$ cat src/rtl/imem_pkg.sv
// Shared definitions for the instruction-memory write side and the PC reset logic.
package imem_pkg;

    localparam int unsigned IMEM_BASE_ADDR = 'h20;
    localparam int unsigned INSTR_WIDTH    = 16;

    typedef enum logic [2:0] {
        StIdle,
        StLo,
        StHi,
        StWr,
        StDone
    } load_state_t;

endpackage

$ cat src/rtl/byte_packer.sv
// Byte-stream handshake and little-endian assembly of one instruction word from two bytes.
module byte_packer
    import imem_pkg::*;
(
    input  logic                   clk,
    input  logic                   rst,
    input  load_state_t            state,
    input  load_state_t            next_state,
    input  logic                   s_valid,
    input  logic [7:0]             s_data,
    output logic                   s_ready,
    output logic                   byte_acc,
    output logic                   word_valid,
    output logic [INSTR_WIDTH-1:0] word
);

    logic       ready_q;
    logic [7:0] lo_q;

    // Ready is registered from the next state so it is valid in the same cycle as LO/HI.
    always_ff @(posedge clk or posedge rst) begin
        if (rst) begin
            ready_q <= 1'b0;
            lo_q    <= '0;
        end else begin
            ready_q <= (next_state == StLo) || (next_state == StHi);
            if (byte_acc && (state == StLo)) begin
                lo_q <= s_data;
            end
        end
    end

    assign s_ready    = ready_q;
    assign byte_acc   = s_valid & ready_q;
    assign word_valid = byte_acc && (state == StHi);
    assign word       = {s_data, lo_q};

endmodule

$ cat src/rtl/imem_loader.sv
// Boot-time instruction memory writer; holds the core until the image is loaded.
// Define IMEM_LOADER_CHECKSUM_EN to receive and verify a trailing 16-bit sum word.
module imem_loader
    import imem_pkg::*;
#(
    parameter int unsigned ADDR_WIDTH = 20,
    parameter int unsigned DATA_WIDTH = INSTR_WIDTH,
    parameter int unsigned BASE_ADDR  = IMEM_BASE_ADDR
) (
    input  logic                  clk,
    input  logic                  rst,
    input  logic                  start,
    input  logic [ADDR_WIDTH-1:0] word_count,
    input  logic                  s_valid,
    input  logic [7:0]            s_data,
    output logic                  s_ready,
    output logic                  mem_wr,
    output logic [ADDR_WIDTH-1:0] mem_addr,
    output logic [DATA_WIDTH-1:0] mem_data,
    output logic                  busy,
    output logic                  done,
    output logic                  cpu_hold,
    output logic                  csum_err
);

    localparam logic [ADDR_WIDTH-1:0] BaseA = ADDR_WIDTH'(BASE_ADDR);

`ifdef IMEM_LOADER_CHECKSUM_EN
    localparam bit ChkEn = 1'b1;
`else
    localparam bit ChkEn = 1'b0;
`endif

    load_state_t             state_q, state_d;
    logic [ADDR_WIDTH-1:0]   count_q, count_d;
    logic [ADDR_WIDTH-1:0]   idx_q, idx_d, idx_inc;
    logic [ADDR_WIDTH-1:0]   addr_q, addr_d;
    logic [DATA_WIDTH-1:0]   data_q, data_d;
    logic                    mem_wr_q, mem_wr_d;
    logic                    busy_q, busy_d;
    logic                    done_q, done_d;
    logic                    hold_q, hold_d;
    logic                    csum_err_q, csum_err_d;
    logic                    start_acc, last_word;
    logic                    byte_acc, word_valid;
    logic [INSTR_WIDTH-1:0]  word;
    logic                    in_chk, csum_bad;

    byte_packer u_byte_packer (
        .clk        (clk),
        .rst        (rst),
        .state      (state_q),
        .next_state (state_d),
        .s_valid    (s_valid),
        .s_data     (s_data),
        .s_ready    (s_ready),
        .byte_acc   (byte_acc),
        .word_valid (word_valid),
        .word       (word)
    );

    assign start_acc = start && ((state_q == StIdle) || (state_q == StDone));
    assign idx_inc   = idx_q + ADDR_WIDTH'(1);
    assign last_word = (idx_inc == count_q);

`ifdef IMEM_LOADER_CHECKSUM_EN
    logic [INSTR_WIDTH-1:0] sum_q;
    logic                   chk_q;

    // chk_q marks that the next LO/HI pair is the sum word rather than an image word.
    always_ff @(posedge clk or posedge rst) begin
        if (rst) begin
            sum_q <= '0;
            chk_q <= 1'b0;
        end else if (start_acc) begin
            sum_q <= '0;
            chk_q <= 1'b0;
        end else begin
            if (word_valid && !chk_q) begin
                sum_q <= sum_q + word;
            end
            if ((state_q == StWr) && last_word) begin
                chk_q <= 1'b1;
            end
        end
    end

    assign in_chk   = chk_q;
    assign csum_bad = (word != sum_q);
`else
    assign in_chk   = 1'b0;
    assign csum_bad = 1'b0;
`endif

    always_comb begin
        state_d    = state_q;
        count_d    = count_q;
        idx_d      = idx_q;
        addr_d     = addr_q;
        data_d     = data_q;
        csum_err_d = csum_err_q;

        unique case (state_q)
            StIdle, StDone: begin
                if (start_acc) begin
                    count_d    = word_count;
                    idx_d      = '0;
                    csum_err_d = 1'b0;
                    state_d    = (word_count == '0) ? StDone : StLo;
                end
            end
            StLo: begin
                if (byte_acc) begin
                    state_d = StHi;
                end
            end
            StHi: begin
                if (word_valid) begin
                    if (in_chk) begin
                        csum_err_d = csum_bad;
                        state_d    = StDone;
                    end else begin
                        addr_d  = BaseA + idx_q;
                        data_d  = DATA_WIDTH'(word);
                        state_d = StWr;
                    end
                end
            end
            StWr: begin
                idx_d = idx_inc;
                if (last_word) begin
                    state_d = ChkEn ? StLo : StDone;
                end else begin
                    state_d = StLo;
                end
            end
            default: state_d = StIdle;
        endcase

        mem_wr_d = (state_d == StWr);
        busy_d   = (state_d == StLo) || (state_d == StHi) || (state_d == StWr);
        done_d   = (state_d == StDone);
        // A failed checksum keeps the core parked until the next load or reset.
        hold_d   = busy_d || (done_d && csum_err_d);
    end

    always_ff @(posedge clk or posedge rst) begin
        if (rst) begin
            state_q    <= StIdle;
            count_q    <= '0;
            idx_q      <= '0;
            addr_q     <= BaseA;
            data_q     <= '0;
            mem_wr_q   <= 1'b0;
            busy_q     <= 1'b0;
            done_q     <= 1'b0;
            hold_q     <= 1'b0;
            csum_err_q <= 1'b0;
        end else begin
            state_q    <= state_d;
            count_q    <= count_d;
            idx_q      <= idx_d;
            addr_q     <= addr_d;
            data_q     <= data_d;
            mem_wr_q   <= mem_wr_d;
            busy_q     <= busy_d;
            done_q     <= done_d;
            hold_q     <= hold_d;
            csum_err_q <= csum_err_d;
        end
    end

    assign mem_wr   = mem_wr_q;
    assign mem_addr = addr_q;
    assign mem_data = data_q;
    assign busy     = busy_q;
    assign done     = done_q;
    assign cpu_hold = hold_q;
    assign csum_err = csum_err_q;

endmodule

$ cat config.mk
export PLATFORM = sky130hd
export DESIGN_NAME = imem_loader
export DESIGN_NICKNAME = d
export VERILOG_FILES = /design/src/rtl/imem_pkg.sv /design/src/rtl/byte_packer.sv /design/src/rtl/imem_loader.sv
export SDC_FILE = /design/constraint.sdc
export NUM_CORES = 1
export LEC_CHECK = 0
export CAP_MARGIN = 30
export CELL_PAD_IN_SITES_DETAIL_PLACEMENT = 0
export CELL_PAD_IN_SITES_GLOBAL_PLACEMENT = 1
export CORE_UTILIZATION = 30
export DETAILED_ROUTE_END_ITERATION = 10
export PLACE_DENSITY = 0.59
export SLEW_MARGIN = 10
export SYNTH_ARGS = -nofsm -noshare
export SYNTH_HDL_FRONTEND = slang
export SYNTH_SLANG_ARGS = --single-unit
$ cat constraint.sdc
create_clock -name clk -period 9 [get_ports clk]
set_clock_uncertainty 0.05 [all_clocks]
set_input_delay 2.25 -clock clk [delete_from_list [all_inputs] [get_ports clk]]
set_output_delay 2.25 -clock clk [all_outputs]
set_load 0.05 [all_outputs]
==> results.toml <==
[worst_setup_path]
worstPathMaxFanout = 2
path_cells = "clkdlybuf4s50_1"
slowest_delay_ns = 0.79
startpoint_type = "flip-flop"
reg2reg_from = "idx_q[6]$_DFFE_PP0P_"
crit_arrival_ns = 1.65
r2r-end = "cpu_hold$_DFF_PP0_"
crit_required_ns = 6.70
rrSetupSlack_ns = 5.69
end_kind = "output port"
critPathKind = "reg -> out"
r2r_cells = 8
cpMaxStageDelayCell = "clkdlybuf4s50_1"
worst-path-buf-inv = 1
crit_family = "buffers and inverters"

[grt]
antenna_found_initial = 0
grt_usage_pct = 15.0
grt_max_degree = 71
grt_pass1_vias = 3425
grt_overflow = 0
grt_pass1_wl_um = 18700

[run_status]
status = "finished clean"

[cts]
postCtsResizedCells = 0
clkSinkCount = 93
clockBufferDepth = 2
clk_latency_ns = 0.34
cts_buffers = 9
cts_root_buf = "clkbuf_16"
ctsHoldBuffers = 0
cts_tree = "done"
postCtsSetupBuffers = 0
path_clk_slew_ns = 0.06
ctsHtreeMaxLevel = 3

[synth]
synth_area_leaders = "dfrtp_1 (49%), mux2_2 (12%), xnor2_1 (5.6%), o21ai_0 (3.5%), nor2_1 (3.2%)"
synth-seq-cells = 93
synth.most_common_cell = "dfrtp_1"
yosysUniqueCellTypes = 55
synth_flop_cell = "dfrtp_1"
synthArstFlopShare_pct = 100
synth_common_cells = "dfrtp_1 (92), mux2_2 (48), nor2_1 (40)"
syn_area_mm2 = 0.00466
synth_area_per_cell_um2 = 10.7
synthCells = 436
yosysWarningCount = 0
seq_area_frac_synth_pct = 50.0
yosysTopAreaCell = "dfrtp_1"
synth-edff-count = 0
synth_fp_nets = 470
synth_top_cell_area_share_pct = 49.4

[final_layout]
drive_above_1_share_pct = 17.5
fill_cells = 1508
final_nets = 537
multi_input_area_mm2 = 0.00219
regArea_mm2 = 0.00233
antenna_cells = 0
area_growth_pct = 26.1

[worst_hold_path]
hold_path.class = "reg -> reg"
hold_depth = 1
hold_end = "u_byte_packer.lo_q[2]$_DFFE_PP0P_"
hp-start = "u_byte_packer.lo_q[2]$_DFFE_PP0P_"

[floorplan]
start_util_pct = 30.6
core_mm2 = 0.0152
die_width_um = 127
fp.dieArea_mm2 = 0.0160
die_h_um = 127
ioPinCount = 74
rows = 45

[placement]
gp_congestion = 0.788
port_buffers = 73
dpl_worst_slack_ns = 4.67
dp_hpwl_um = 8110

[routing]
routedWlPerCell_um = 16.1
drtIter0Drc = 110
antenna_left = 0
drc = 0
via_count = 3430
via_per_inst = 4.93
wirelength_um = 11200
drtPass1Iterations = 5

[power]
ir_drop_mv = 0.126
p_leak_nw = 2.37
cellPowerDensity_mw_per_mm2 = 329

[timing]
setup_ws_ns = 5.05
min_period_over_period_pct = 43.9
setup_viol = 0
slew_headroom_pct = 62.4
worst_slew_pin_slew_ns = 0.562
fin_crit_ns = 3.95
drv_slew = 0
fmax_mhz = 253
hold_viol_final = 0
rsz0062_at_grt = "no"
finalSetupTns_ns = 0

[run]
drv_cap = 0
-- per-stage QoR --
step | utilization, % | hold slack (ns) | power [mW] | std cells | cell area, um^2
after global placement | 36.5 | 0.435 | 1.55 | 677 | 5550
after detailed placement | 36.6 | 0.442 | 1.57 | 679 | 5560
after global routing | 38.7 | 0.464 | 2.05 | 696 | 5880
after floorplan | - | 0.425 | 1.29 | 436 | 4660
final | 38.7 | 0.454 | 1.93 | 696 | 5880
after CTS | 38.5 | 0.457 | 1.96 | 695 | 5860
-- state kept, by name, indices dropped and copies added (netlist names), 3 cells and up --
name	flops
count_q	20
mem_addr	20
idx_q	20
mem_data	16
u_byte_packer.lo_q	8
state_q	3
-- power breakdown --
| part | internal, mW | switching, mW | leakage [nW] |
|---|---|---|---|
| registers | 0.575 | 0.114 | 1.17 |
| clock network | 0.222 | 0.154 | 0.143 |
| logic | 0.355 | 0.512 | 1.06 |
-- layout by cell type (no fill, tap or decap), types with 2 or more instances in the layout --
cell	Yosys	layout
or3_1	2	2
nand4_2	2	2
nor4_1	7	7
clkbuf_1	13	2
a31oi_1	4	4
o31ai_1	6	6
mux2_2	48	48
clkinv_2	0	3
clkbuf_16	0	9
a21o_1	4	4
buf_4	3	6
nand4_1	6	6
nand2_1	27	27
clkdlybuf4s50_1	0	73
nand3_1	13	13
xor2_1	13	13
nand3_2	2	2
nor3_1	8	7
nor2_1	40	40
nor4_4	2	2
or2_2	2	2
ha_1	2	2
dfrtp_1	92	92
a21oi_1	21	21
o311ai_0	2	2
mux2i_1	2	2
nand2b_1	3	3
inv_1	7	6
nor4_2	2	2
o21ai_0	33	33
nor2b_1	8	8
xnor2_1	30	30
-- cell families after synthesis --
family	Yosys count	share of synthesized area, %
AOI/OAI and AO/OA	79	10.0
xor gates and xnor gates	43	8.08
adders and majority gates	3	0.752
muxes	50	12.0
and+or+nand+nor	135	15.9
buffers and inverters	33	3.20
DFF	93	50.0
-- layout make-up --
type	count	share of cell area, %
sequential	93	39.6
tap	188	4.00
multi-input combinational	310	37.2
timing repair buffer	81	13.6
inverter	8	0.532
clock inverter	4	0.809
clock buffer	12	4.20
-- worst max-delay path by stage --
stage                                        from                         endpoint  slack [ns]  cells after the start
after floorplan                               rst                   busy$_DFF_PP0_        4.28                      1
after global placement                      start            idx_q[11]$_DFFE_PP0P_        4.63                      6
after detailed placement           word_count[10]  u_byte_packer.s_ready$_DFF_PP0_        4.67                      8
after CTS                 mem_addr[5]$_DFFE_PP1P_                      mem_addr[5]        5.02                      1
after global routing               word_count[13]  u_byte_packer.s_ready$_DFF_PP0_        4.96                      8
final                     mem_addr[5]$_DFFE_PP1P_                      mem_addr[5]        5.05                      1
-- routing by layer --
metal	wire length, um	vias up	track usage, %
met5	0	-	0
met4	150	0	5.10
met3	415	12	2.78
met2	5050	66	22.1
met1	5560	1685	21.9
li1	-	1667	-
-- worst reg2reg max path: cells and delay by family (launching register included) --
kind / cells / cell delay (ns)
AO/OA/AOI/OAI: 1 / 0.34
adder cells (fa/ha/maj): 1 / 0.35
AND/OR/NAND/NOR: 5 / 1.65
flip-flops: 1 / 0.62
XOR/XNOR: 1 / 0.19
No activity file was read; power rests on OpenSTA's default activity.
